## src/rtl/adder_pkg.sv

```systemverilog
// Constants shared by the 12/24-bit modular adder and its batch scheduler:
// adder modes, moduli, the B-high lane shift and the scheduler state encoding.
package adder_pkg;

    localparam logic [1:0] MODE_K2  = 2'd0;
    localparam logic [1:0] MODE_K4  = 2'd1;
    localparam logic [1:0] MODE_D   = 2'd2;
    localparam logic [1:0] MODE_ILL = 2'd3;

    localparam int KQ        = 3329;
    localparam int DQ        = 8380417;
    localparam int SHIFT_LAT = 6;

    typedef enum logic [1:0] {
        ST_IDLE  = 2'd0,
        ST_RUN   = 2'd1,
        ST_DRAIN = 2'd2,
        ST_DONE  = 2'd3
    } sched_state_t;

    function automatic logic mode_legal(input logic [1:0] m);
        return m != MODE_ILL;
    endfunction

endpackage

```

## src/rtl/adder1_delay_line.sv

```systemverilog
// Width/depth-parameterised shift register with synchronous reset.
// DEPTH=0 is a straight wire; occ reports any set VLD_BIT inside the stages.
module adder1_delay_line #(
    parameter int W       = 8,
    parameter int DEPTH   = 6,
    parameter int VLD_BIT = 7
) (
    input  logic         clk,
    input  logic         rst,
    input  logic [W-1:0] d,
    output logic [W-1:0] q,
    output logic         occ
);

    generate
        if (DEPTH == 0) begin : g_bypass
            assign q   = d;
            assign occ = 1'b0;
        end else begin : g_pipe
            logic [DEPTH-1:0][W-1:0] stg;

            always_ff @(posedge clk) begin
                if (rst) begin
                    stg <= '0;
                end else begin
                    stg[0] <= d;
                    for (int i = 1; i < DEPTH; i++)
                        stg[i] <= stg[i-1];
                end
            end

            always_comb begin
                occ = 1'b0;
                for (int i = 0; i < DEPTH; i++)
                    occ = occ | stg[i][VLD_BIT];
            end

            assign q = stg[DEPTH-1];
        end
    endgenerate

endmodule

```

## src/rtl/adder1_sched.sv

```systemverilog
// Batch scheduler for the shared modular adder: latches mode/direction per batch,
// aligns lanes around the adder's B-high shift, registers results. Option: ADDER1_SCHED_PERF_EN.
module adder1_sched #(
    parameter int DATA_W    = 24,
    parameter int SHIFT_LAT = 6,
    parameter int LEN_W     = 9
) (
    input  logic              clk,
    input  logic              rst,
    input  logic              cmd_valid,
    output logic              cmd_ready,
    input  logic [1:0]        cmd_mode,
    input  logic              cmd_intt,
    input  logic [LEN_W-1:0]  cmd_len,
    input  logic              in_valid,
    output logic              in_ready,
    input  logic [DATA_W-1:0] in_a,
    input  logic [DATA_W-1:0] in_b,
    output logic [DATA_W-1:0] add_a,
    output logic [DATA_W-1:0] add_b,
    output logic              add_sel_1,
    output logic [1:0]        add_mode,
    input  logic [DATA_W-1:0] add_sum,
    output logic              out_valid,
    output logic [DATA_W-1:0] out_data,
    output logic              out_last,
    output logic              busy,
    output logic              done,
    output logic              err
`ifdef ADDER1_SCHED_PERF_EN
    ,
    output logic [31:0]       perf_cycles,
    output logic [31:0]       perf_elems
`endif
);
    import adder_pkg::*;

    localparam int HALF_W = DATA_W / 2;
    localparam int DL_W   = DATA_W + HALF_W + 2;

    sched_state_t      state_q, state_d;
    logic [1:0]        mode_q;
    logic              intt_q;
    logic [LEN_W-1:0]  len_q, cnt_q, cnt_inc;
    logic              cmd_acc, cmd_bad, cmd_go;
    logic              acc, acc_last;
    logic [DL_W-1:0]   dl_d, dl_q, side;
    logic              dl_occ;
    logic              side_vld, side_last;
    logic [DATA_W-1:0] side_a;
    logic [HALF_W-1:0] side_blo;

    assign cmd_acc  = cmd_valid & cmd_ready;
    assign cmd_bad  = cmd_acc & ~mode_legal(cmd_mode);
    assign cmd_go   = cmd_acc & mode_legal(cmd_mode) & (cmd_len != '0);
    assign acc      = in_valid & in_ready;
    assign cnt_inc  = cnt_q + LEN_W'(1);
    assign acc_last = acc & (cnt_inc == len_q);

    always_ff @(posedge clk) begin
        if (rst) state_q <= ST_IDLE;
        else     state_q <= state_d;
    end

    // DRAIN exits once neither the delay line nor the output register holds a valid tag
    always_comb begin
        state_d = state_q;
        case (state_q)
            ST_IDLE: begin
                if (cmd_acc && mode_legal(cmd_mode))
                    state_d = (cmd_len == '0) ? ST_DONE : ST_RUN;
            end
            ST_RUN:   if (acc_last) state_d = ST_DRAIN;
            ST_DRAIN: if (!dl_occ && !out_valid) state_d = ST_DONE;
            ST_DONE:  state_d = ST_IDLE;
            default:  state_d = ST_IDLE;
        endcase
    end

    always_comb begin
        cmd_ready = 1'b0;
        in_ready  = 1'b0;
        busy      = 1'b1;
        done      = 1'b0;
        case (state_q)
            ST_IDLE: begin
                cmd_ready = 1'b1;
                busy      = 1'b0;
            end
            ST_RUN:  in_ready = 1'b1;
            ST_DONE: done = 1'b1;
            default: ;
        endcase
    end

    // Mode and direction only move in IDLE, so the pipeline is empty whenever they change
    always_ff @(posedge clk) begin
        if (rst) begin
            mode_q <= MODE_K2;
            intt_q <= 1'b0;
            len_q  <= '0;
            cnt_q  <= '0;
            err    <= 1'b0;
        end else begin
            err <= cmd_bad;
            if (cmd_go) begin
                mode_q <= cmd_mode;
                intt_q <= cmd_intt;
                len_q  <= cmd_len;
                cnt_q  <= '0;
            end else if (acc) begin
                cnt_q <= cnt_inc;
            end
        end
    end

    assign add_mode  = mode_q;
    assign add_sel_1 = intt_q;

    // NTT: A and B-low wait SHIFT_LAT cycles to meet B-high, which the adder delays internally
    assign dl_d = (acc && !intt_q) ? {1'b1, acc_last, in_a, in_b[HALF_W-1:0]} : '0;

    adder1_delay_line #(
        .W      (DL_W),
        .DEPTH  (SHIFT_LAT),
        .VLD_BIT(DL_W - 1)
    ) u_dl (
        .clk(clk),
        .rst(rst),
        .d  (dl_d),
        .q  (dl_q),
        .occ(dl_occ)
    );

    always_comb begin
        side = dl_q;
        if (intt_q)
            side = {acc, acc_last, in_a, in_b[HALF_W-1:0]};
    end

    assign {side_vld, side_last, side_a, side_blo} = side;

    assign add_a = side_vld ? side_a : '0;
    assign add_b = {acc ? in_b[DATA_W-1:HALF_W] : {(DATA_W-HALF_W){1'b0}},
                    side_vld ? side_blo : {HALF_W{1'b0}}};

    always_ff @(posedge clk) begin
        if (rst) begin
            out_valid <= 1'b0;
            out_last  <= 1'b0;
            out_data  <= '0;
        end else begin
            out_valid <= side_vld;
            out_last  <= side_vld & side_last;
            out_data  <= add_sum;
        end
    end

`ifdef ADDER1_SCHED_PERF_EN
    always_ff @(posedge clk) begin
        if (rst) begin
            perf_cycles <= '0;
            perf_elems  <= '0;
        end else begin
            if (busy && perf_cycles != '1)
                perf_cycles <= perf_cycles + 32'd1;
            if (out_valid && perf_elems != '1)
                perf_elems <= perf_elems + 32'd1;
        end
    end
`endif

endmodule

```

## config.mk

```make
export PLATFORM = sky130hd
export DESIGN_NAME = adder1_sched
export DESIGN_NICKNAME = d
export VERILOG_FILES = /design/src/rtl/adder_pkg.sv /design/src/rtl/adder1_delay_line.sv /design/src/rtl/adder1_sched.sv
export SDC_FILE = /design/constraint.sdc
export NUM_CORES = 1
export LEC_CHECK = 0
export ABC_AREA = 1
export CAP_MARGIN = 25
export CORE_AREA = 8 8 157 159
export DETAILED_ROUTE_END_ITERATION = 16
export DIE_AREA = 0 0 165 167
export GPL_TIMING_DRIVEN = 0
export PLACE_DENSITY = 0.79
export SLEW_MARGIN = 0
export SYNTH_ARGS = -nofsm -noshare
export SYNTH_HDL_FRONTEND = slang
export SYNTH_HIERARCHICAL = 1
export SYNTH_SLANG_ARGS = --single-unit
```

## constraint.sdc

```tcl
create_clock -name clk -period 1.9 [get_ports clk]
set_input_delay 0.38 -clock clk [delete_from_list [all_inputs] [get_ports clk]]
set_output_delay 0.38 -clock clk [all_outputs]
set_load 0.02 [all_outputs]
```

==> run_summary.xml, run 1 <==
<?xml version="1.0" encoding="UTF-8"?>
<metrics>
  <group name="final_layout">
    <metric name="final-instance-count-excl-fill" unit="">1777</metric>
    <metric name="n_antenna_cell" unit="">0</metric>
    <metric name="fillCellCount" unit="">1770</metric>
    <metric name="final_core_util" unit="%">60.8</metric>
    <metric name="finish.instance_area" unit="sq um">13500</metric>
    <metric name="multi_input_comb_area" unit="sq um">2820</metric>
    <metric name="drive_gt1_share" unit="%">18.7</metric>
    <metric name="area_used_by_sequential_logic_in_the_layout" unit="sq um">5580</metric>
    <metric name="final_nets" unit="">1564</metric>
    <metric name="flow.area_growth_from_synthesis" unit="%">37.4</metric>
  </group>
  <group name="floorplanning">
    <metric name="coreArea" unit="sq um">22200</metric>
    <metric name="std_cell_rows" unit="">55</metric>
    <metric name="die_y" unit="microns">167</metric>
    <metric name="floorplan.die.width" unit="microns">165</metric>
    <metric name="floorplan.initialDensity" unit="%">44.2</metric>
    <metric name="die_area" unit="sq um">27600</metric>
    <metric name="io-pin-count" unit="">170</metric>
  </group>
  <group name="setup_path">
    <metric name="critPathMaxStageDelay" unit="ns">0.35</metric>
    <metric name="criticalPathCategory" unit="">register to output pin</metric>
    <metric name="top_delay_family_on_crit_path" unit="">buffers and inverters</metric>
    <metric name="worst-endpoint-arrival" unit="ns">1.98</metric>
    <metric name="rr_startpoint" unit="">state_q[1]$_SDFFE_PP0P_</metric>
    <metric name="cp_slowest_cell" unit="">sky130_fd_sc_hd__dfxtp_2</metric>
    <metric name="worstPathCellList" unit="">inv_4 &gt; ha_4 &gt; nand2_8 &gt; nand2_4 &gt; o21ai_4 &gt; clkbuf_16 &gt; a21oi_2 &gt; buf_6</metric>
    <metric name="data_required_critical_path" unit="ns">1.52</metric>
    <metric name="worst_path_max_fanout" unit="">7</metric>
    <metric name="buf_inv_stages_crit_path" unit="">3</metric>
    <metric name="startpoint_type" unit="">register</metric>
    <metric name="crit_path_start" unit="">state_q[1]$_SDFFE_PP0P_</metric>
    <metric name="crit_path_end_kind" unit="">output pin</metric>
  </group>
  <group name="timing">
    <metric name="setup_viol_count_final" unit="">51</metric>
    <metric name="unrepaired_setup_endpoints_after_global_routing" unit="">true</metric>
    <metric name="finalHoldViolCount" unit="">0</metric>
    <metric name="timing_max_transition_violations_final" unit="">0</metric>
    <metric name="worst_slack" unit="ns">-0.456</metric>
    <metric name="timing_worst_slew_pin_value" unit="ns">0.663</metric>
    <metric name="relSlewSlack" unit="%">55.6</metric>
    <metric name="post_route_fraction_of_the_period_consumed_by_the_critical_path" unit="%">124</metric>
    <metric name="fin_crit" unit="ns">2.36</metric>
    <metric name="fin_skew" unit="ns">0.00791</metric>
    <metric name="max_freq" unit="GHz">0.424</metric>
  </group>
  <group name="synth">
    <metric name="synth.ff_latch_count" unit="">278</metric>
    <metric name="yosysMostFrequentCell" unit="">sky130_fd_sc_hd__nor2_1</metric>
    <metric name="synth-seq-area-share" unit="%">56.6</metric>
    <metric name="postSynth.topFlopCell" unit="">sky130_fd_sc_hd__dfxtp_1</metric>
    <metric name="synth_area_leader_cell" unit="">sky130_fd_sc_hd__dfxtp_1</metric>
    <metric name="yosysTopAreaCellShare" unit="%">56.6</metric>
    <metric name="post_synth_instance_area" unit="sq um">9830</metric>
    <metric name="synth_compound_gate_area_share" unit="%">3.98</metric>
    <metric name="synthTopCellsByArea" unit="">sky130_fd_sc_hd__dfxtp_1 (57%), sky130_fd_sc_hd__nor2_1 (12%), sky130_fd_sc_hd__inv_1 (12%)</metric>
    <metric name="synth_cells" unit="">1257</metric>
    <metric name="mappedNetlistNets" unit="">1350</metric>
    <metric name="post_synth_mux_area_share" unit="%">0</metric>
    <metric name="synth_simple_gate_area_share" unit="%">19.4</metric>
    <metric name="synthAdderAreaFrac" unit="%">0.636</metric>
    <metric name="synth_cell_types" unit="">31</metric>
    <metric name="largest_family_of_logic_cells_by_synthesized_area" unit="">simple AND/OR/NAND/NOR gates</metric>
    <metric name="async_s_r_ff_share_synth" unit="%">0</metric>
    <metric name="yosys_warnings" unit="">6</metric>
    <metric name="synth-xor-area-share" unit="%">0.0891</metric>
    <metric name="synth.top_cells.by_count" unit="">sky130_fd_sc_hd__nor2_1 (327), sky130_fd_sc_hd__inv_1 (326), sky130_fd_sc_hd__dfxtp_1 (278)</metric>
    <metric name="post_synth.cell_area_avg" unit="sq um">7.82</metric>
    <metric name="number_of_enable_flip_flop_cells_after_synthesis" unit="">0</metric>
  </group>
  <group name="clock_tree">
    <metric name="worstSkewPairLatency" unit="ns">0.53</metric>
    <metric name="clk_pin_slew_worst_paths" unit="ns">0.07</metric>
    <metric name="sink_count_of_the_clock_tree" unit="">278</metric>
    <metric name="tritoncts.num_buffers" unit="">27</metric>
    <metric name="clock_h_tree_levels" unit="">1</metric>
    <metric name="ctsLongestPathBuffers" unit="">3</metric>
    <metric name="ctsRootBufferMaster" unit="">sky130_fd_sc_hd__clkbuf_16</metric>
    <metric name="cts_tree" unit="">done</metric>
  </group>
  <group name="place">
    <metric name="pre_cts_slack" unit="ns">-1.26</metric>
    <metric name="place_hpwl" unit="microns">16100</metric>
    <metric name="placedCellCount" unit="">1710</metric>
    <metric name="port_buffers" unit="">168</metric>
    <metric name="place.gp.congestion" unit="">0.814</metric>
    <metric name="place_area" unit="sq um">12000</metric>
  </group>
  <group name="drt">
    <metric name="wl" unit="microns">23500</metric>
    <metric name="detailedRoute.firstPassIterationCount" unit="">4</metric>
    <metric name="detailedRoute.firstIterationViolations" unit="">371</metric>
    <metric name="detail_route.wl_per_cell" unit="microns">13.2</metric>
    <metric name="vias_per_cell" unit="">4.33</metric>
    <metric name="drc" unit="">0</metric>
    <metric name="antenna_left" unit="">0</metric>
    <metric name="dr_total_vias" unit="">7699</metric>
  </group>
  <group name="status">
    <metric name="failed_checks" unit="">negative setup slack</metric>
    <metric name="run_status" unit="">finished with violations</metric>
  </group>
  <group name="global_route">
    <metric name="grt_pass1_vias" unit="">7896</metric>
    <metric name="wire_length_of_the_first_global_routing_pass" unit="microns">37400</metric>
    <metric name="gr_util_all_layers" unit="%">16.6</metric>
    <metric name="antenna_violations_before_repair" unit="">0</metric>
    <metric name="grt-ovfl-total" unit="">0</metric>
    <metric name="largest_net_degree_at_the_start_of_global_routing" unit="">16</metric>
  </group>
  <group name="pwr">
    <metric name="power_leakage" unit="nW">5.64</metric>
    <metric name="ir_worst_vdd" unit="mV">0.546</metric>
    <metric name="cellPowerDensity" unit="nW/um^2">1010</metric>
  </group>
  <group name="run">
    <metric name="max_cap_viol_count" unit="">0</metric>
  </group>
  <group name="min_path">
    <metric name="hold_path_startpoint" unit="">rst</metric>
    <metric name="kind_of_path_behind_the_tightest_hold_check" unit="">input pin to register</metric>
  </group>
</metrics>
## layer usage
layer	routed length [microns]	vias to the layer above	GRT usage (%)
met5	0	-	0
li1	-	3939	-
met2	11700	197	30.7
met3	1420	35	2.81
met4	487	0	5.05
met1	9890	3528	18.7
## placed cells by master, fill, tap and decap left out, types with 3 or more instances in the layout
cell,count
sky130_fd_sc_hd__a21oi_1,18
sky130_fd_sc_hd__a21oi_2,18
sky130_fd_sc_hd__a21oi_4,19
sky130_fd_sc_hd__buf_4,62
sky130_fd_sc_hd__buf_6,66
sky130_fd_sc_hd__buf_8,3
sky130_fd_sc_hd__clkbuf_1,6
sky130_fd_sc_hd__clkbuf_16,32
sky130_fd_sc_hd__clkbuf_2,7
sky130_fd_sc_hd__clkbuf_4,3
sky130_fd_sc_hd__clkbuf_8,4
sky130_fd_sc_hd__clkdlybuf4s50_1,112
sky130_fd_sc_hd__clkinv_2,8
sky130_fd_sc_hd__clkinvlp_4,3
sky130_fd_sc_hd__dfxtp_1,273
sky130_fd_sc_hd__dfxtp_2,3
sky130_fd_sc_hd__inv_1,324
sky130_fd_sc_hd__inv_2,4
sky130_fd_sc_hd__inv_6,3
sky130_fd_sc_hd__nand2_1,115
sky130_fd_sc_hd__nand2_2,3
sky130_fd_sc_hd__nand3_1,22
sky130_fd_sc_hd__nor2_1,312
sky130_fd_sc_hd__nor2_2,7
sky130_fd_sc_hd__nor2_4,11
sky130_fd_sc_hd__o21ai_0,16
## area by class of cell
class	count	area share (%)
clock buffer	34	5.35
buffer	82	5.70
timing repair buffer	186	13.8
inverter	330	9.19
sequential	278	41.3
clock inverter	16	1.10
tap	285	2.64
multi-input combinational	566	20.9
## final timing paths
kind / endpoint / slack, ns / cells after the start
worst max-delay path: add_a[7] / -0.46 / 8
worst min-delay path: u_dl/g_pipe.stg[37]$_SDFF_PP0_ / 0.16 / 2
worst max register to register: state_q[1]$_SDFFE_PP0P_ / -0.11 / 16
worst min register to register: u_dl/g_pipe.stg[89]$_SDFF_PP0_ / 0.40 / 2
## power by group
part           total, mW  switching [mW]  internal, mW  leakage, nW
clock network       5.18            2.19          2.99        0.427
logic               2.32            1.34         0.982         2.96
registers           6.15           0.111          6.04         2.25
total               13.7            3.64          10.0         5.64
## what timing repair did
action	4_1_cts	5_1_grt
hold buffers	0	0
gates cloned	4	0
hold endpoints to repair	0	0
pin swaps	3	5
gates resized for setup	355	60
buffers inserted	15	2
endpoints found under the setup margin	108	101
## cells by family (layout without fill, tap and decap cells)
kind of cell	count (synthesis)	count (layout)
xor+xnor	1	1
fa+ha+maj	5	5
flops	278	278
compound gates	76	77
simple gates	483	483
buf+inv	414	648
## sequential cells by signal (all words and copies together), names as in the netlist
signal           flops
state_q              2
len_q                9
add_mode             2
cnt_q                9
out_data            24
add_sel_1            1
u_dl/g_pipe.stg    190
out_valid            1
err                  1
u_dl/q              38
out_last             1
## through the flow
step | hold WS (ns) | TNS, ns | power (mW)
2_1_floorplan | 0.388 | -0.118 | 7.32
3_3_place_gp | 0.389 | -62.46 | 8.04
3_5_place_dp | 0.393 | -63.90 | 8.09
4_1_cts | 0.134 | -17.76 | 13.6
5_1_grt | 0.148 | -20.41 | 14.2
6_report | 0.156 | -17.73 | 13.7
No activity file was read; power rests on OpenSTA's default activity.
==> inputs of run 2 (changes only) <==
--- a/config.mk
+++ b/config.mk
@@ -8,6 +8,7 @@
 export ABC_AREA = 1
 export CAP_MARGIN = 25
 export CORE_AREA = 8 8 157 159
+export CTS_BUF_LIST = sky130_fd_sc_hd__clkbuf_16
 export DETAILED_ROUTE_END_ITERATION = 16
 export DIE_AREA = 0 0 165 167
 export GPL_TIMING_DRIVEN = 0
==> run 2 against run 1 <==
Effect of this change:
- the run still ends with negative setup slack left
- sequential power about the same
- utilization decreased by 0.090 points
- final cell count unchanged
- flip-flop and latch count unchanged
- clock skew about the same
- clock-buffer cell count decreased by 7
- worst hold slack got worse by 0.0059 ns
- register-to-register slack about the same
- maximum frequency increased by 0.15%
==> run_summary.xml, run 2 (synthesis gave the netlist of run 1 again) <==
<?xml version="1.0" encoding="UTF-8"?>
<metrics>
  <group name="final_layout">
    <metric name="mostFrequentLayoutCells" unit="">sky130_fd_sc_hd__inv_1 (329), sky130_fd_sc_hd__nor2_1 (312), sky130_fd_sc_hd__dfxtp_1 (273)</metric>
    <metric name="fillCellCount" unit="">1776</metric>
    <metric name="final_common_cell" unit="">sky130_fd_sc_hd__inv_1</metric>
    <metric name="largest-register" unit="">u_dl/g_pipe.stg</metric>
    <metric name="drive_gt1_share" unit="%">18.6</metric>
    <metric name="final_nets" unit="">1564</metric>
    <metric name="flow.area_growth_from_synthesis" unit="%">37.2</metric>
    <metric name="n_antenna_cell" unit="">0</metric>
    <metric name="largest_register_ff_count" unit="">190</metric>
  </group>
  <group name="setup_path">
    <metric name="worst-endpoint-arrival" unit="ns">1.97</metric>
    <metric name="rr_startpoint" unit="">state_q[1]$_SDFFE_PP0P_</metric>
    <metric name="worst_path_max_fanout" unit="">7</metric>
    <metric name="startpoint_type" unit="">register</metric>
    <metric name="r2r_end" unit="">state_q[1]$_SDFFE_PP0P_</metric>
    <metric name="number_of_cell_instances_on_the_worst_register_to_register_path" unit="">16</metric>
    <metric name="regToRegSetupSlack" unit="ns">-0.10</metric>
    <metric name="data_required_critical_path" unit="ns">1.52</metric>
    <metric name="criticalPathCategory" unit="">register to output pin</metric>
    <metric name="crit_path_end_kind" unit="">output pin</metric>
  </group>
  <group name="global_route">
    <metric name="largest_net_degree_at_the_start_of_global_routing" unit="">16</metric>
    <metric name="antenna_violations_before_repair" unit="">0</metric>
    <metric name="grt_pass1_vias" unit="">7885</metric>
    <metric name="grt-ovfl-total" unit="">0</metric>
    <metric name="wire_length_of_the_first_global_routing_pass" unit="microns">37300</metric>
    <metric name="gr_util_all_layers" unit="%">16.5</metric>
  </group>
  <group name="drt">
    <metric name="detailedRoute.firstIterationViolations" unit="">408</metric>
    <metric name="detailedRoute.firstPassIterationCount" unit="">5</metric>
    <metric name="detail_route.wl_per_cell" unit="microns">13.2</metric>
    <metric name="wl" unit="microns">23500</metric>
    <metric name="drc" unit="">0</metric>
    <metric name="antenna_left" unit="">0</metric>
    <metric name="dr_total_vias" unit="">7696</metric>
    <metric name="vias_per_cell" unit="">4.33</metric>
  </group>
  <group name="clock_tree">
    <metric name="tritoncts.num_buffers" unit="">27</metric>
    <metric name="sink_count_of_the_clock_tree" unit="">278</metric>
    <metric name="clk_pin_slew_worst_paths" unit="ns">0.07</metric>
    <metric name="ctsRootBufferMaster" unit="">sky130_fd_sc_hd__clkbuf_16</metric>
    <metric name="hold_fix_buffer_count_after_cts" unit="">0</metric>
    <metric name="cts_tree" unit="">done</metric>
    <metric name="ctsLongestPathBuffers" unit="">3</metric>
    <metric name="clock_h_tree_levels" unit="">1</metric>
    <metric name="worstSkewPairLatency" unit="ns">0.53</metric>
  </group>
  <group name="timing">
    <metric name="smallest_hold_slack" unit="ns">0.150</metric>
    <metric name="fin_crit" unit="ns">2.35</metric>
    <metric name="setup_viol_count_final" unit="">51</metric>
    <metric name="fin_skew" unit="ns">0.00779</metric>
    <metric name="relSlewSlack" unit="%">54.8</metric>
    <metric name="worst_slack" unit="ns">-0.453</metric>
    <metric name="unrepaired_setup_endpoints_after_global_routing" unit="">true</metric>
    <metric name="post_route_fraction_of_the_period_consumed_by_the_critical_path" unit="%">124</metric>
    <metric name="tns" unit="ns">-17.61</metric>
    <metric name="finalHoldViolCount" unit="">0</metric>
    <metric name="timing_max_transition_violations_final" unit="">0</metric>
    <metric name="timing_worst_slew_pin_value" unit="ns">0.675</metric>
    <metric name="max_freq" unit="GHz">0.425</metric>
  </group>
  <group name="min_path">
    <metric name="hold_path_startpoint" unit="">rst</metric>
    <metric name="kind_of_path_behind_the_tightest_hold_check" unit="">input pin to register</metric>
    <metric name="hold-path-cell-count" unit="">2</metric>
    <metric name="worstHoldEndpoint" unit="">u_dl/g_pipe.stg[37]$_SDFF_PP0_</metric>
  </group>
  <group name="pwr">
    <metric name="power.clock.fraction" unit="%">37.4</metric>
    <metric name="switchingPower" unit="mW">3.63</metric>
    <metric name="power_leakage" unit="nW">5.65</metric>
    <metric name="p_seq_share" unit="%">45.5</metric>
    <metric name="power_report.internal_total" unit="mW">9.90</metric>
    <metric name="ir_worst_vdd" unit="mV">0.543</metric>
    <metric name="cellPowerDensity" unit="nW/um^2">1000</metric>
    <metric name="p_comb_share" unit="%">17.1</metric>
    <metric name="swShare" unit="%">26.8</metric>
  </group>
  <group name="run">
    <metric name="max_cap_viol_count" unit="">0</metric>
  </group>
  <group name="floorplanning">
    <metric name="die_area" unit="sq um">27600</metric>
    <metric name="floorplan.initialDensity" unit="%">44.2</metric>
    <metric name="coreArea" unit="sq um">22200</metric>
    <metric name="die_y" unit="microns">167</metric>
    <metric name="io-pin-count" unit="">170</metric>
    <metric name="floorplan.die.width" unit="microns">165</metric>
    <metric name="std_cell_rows" unit="">55</metric>
  </group>
  <group name="status">
    <metric name="run_status" unit="">finished with violations</metric>
    <metric name="failed_checks" unit="">negative setup slack</metric>
  </group>
  <group name="place">
    <metric name="port_buffers" unit="">168</metric>
    <metric name="place.gp.congestion" unit="">0.814</metric>
    <metric name="place_hpwl" unit="microns">16100</metric>
  </group>
</metrics>
[run 2: metrics by stage]
stage	util (%)	std cells	setup WS, ns	power (mW)	cell area, sq um
after floorplan	-	1257	-0.00393	7.32	9960
after global placement	54.0	1710	-1.26	8.04	12000
after detailed placement	54.0	1710	-1.26	8.09	12000
after CTS	59.8	1777	-0.493	13.5	13300
after global routing	60.7	1777	-0.491	14.1	13500
final	60.7	1777	-0.453	13.5	13500
[run 2: repair_timing]
item | in CTS | in global routing
setup buffers | 15 | 2
endpoints found under the setup margin | 108 | 101
resized for setup | 355 | 60
cloned | 4 | 0
endpoints found under the hold margin | 0 | 0
pin swaps | 3 | 5
[run 2: metal layers]
layer	global-route usage (%)	share of wire, %
met2	30.6	50
met4	5.13	1.9
met5	0	0
met1	18.7	42
met3	2.84	6.2
[run 2: how the worst max path moves through the flow]
stage	cells past startpoint	slack, ns	start	to
3_5_place_dp	7	-1.26	in_valid	add_a[22]
2_1_floorplan	7	-0.004	state_q[1]$_SDFFE_PP0P_	add_a[10]
6_report	8	-0.45	state_q[1]$_SDFFE_PP0P_	add_a[7]
4_1_cts	5	-0.49	add_sel_1$_SDFFE_PP0P_	add_a[6]
3_3_place_gp	7	-1.26	in_valid	add_a[22]
5_1_grt	8	-0.49	state_q[1]$_SDFFE_PP0P_	add_a[13]
[run 2: final cells by class]
class,count,area (sq um),share of cell area (%)
Clock buffer,27,676,5.01
Buffer,82,769,5.71
Inverter,330,1240,9.20
Clock inverter,23,175,1.30
Tap cell,285,357,2.64
Timing Repair Buffer,186,1870,13.9
Sequential cell,278,5580,41.3
Multi-Input combinational cell,566,2820,20.9
[run 2: worst max-delay path: stages, from the launching register on]
cell and delay [ns]:
sky130_fd_sc_hd__dfxtp_2 0.35, sky130_fd_sc_hd__inv_4 0.05, sky130_fd_sc_hd__ha_4 0.17, sky130_fd_sc_hd__nand2_8 0.08, sky130_fd_sc_hd__nand2_4 0.06, sky130_fd_sc_hd__o21ai_4 0.25, sky130_fd_sc_hd__clkbuf_16 0.30, sky130_fd_sc_hd__a21oi_2 0.04
sky130_fd_sc_hd__buf_6 0.13
[run 2: power groups by stage]
stage | Clock, mW | Combinational, mW | Sequential, mW
floorplan | 0 | 1.03 | 6.29
global placement | 0 | 1.79 | 6.25
detailed placement | 0 | 1.83 | 6.25
CTS | 5.14 | 2.23 | 6.13
global route | 5.42 | 2.52 | 6.17
finish | 5.06 | 2.32 | 6.15
==> inputs of run 3 (changes only) <==
--- a/config.mk
+++ b/config.mk
@@ -13,7 +13,6 @@
 export DIE_AREA = 0 0 165 167
 export GPL_TIMING_DRIVEN = 0
 export PLACE_DENSITY = 0.79
-export SLEW_MARGIN = 0
 export SYNTH_ARGS = -nofsm -noshare
 export SYNTH_HDL_FRONTEND = slang
 export SYNTH_HIERARCHICAL = 1
==> results of run 3 <==
The final DEF is identical to that of run 2; final timing and power are the same.
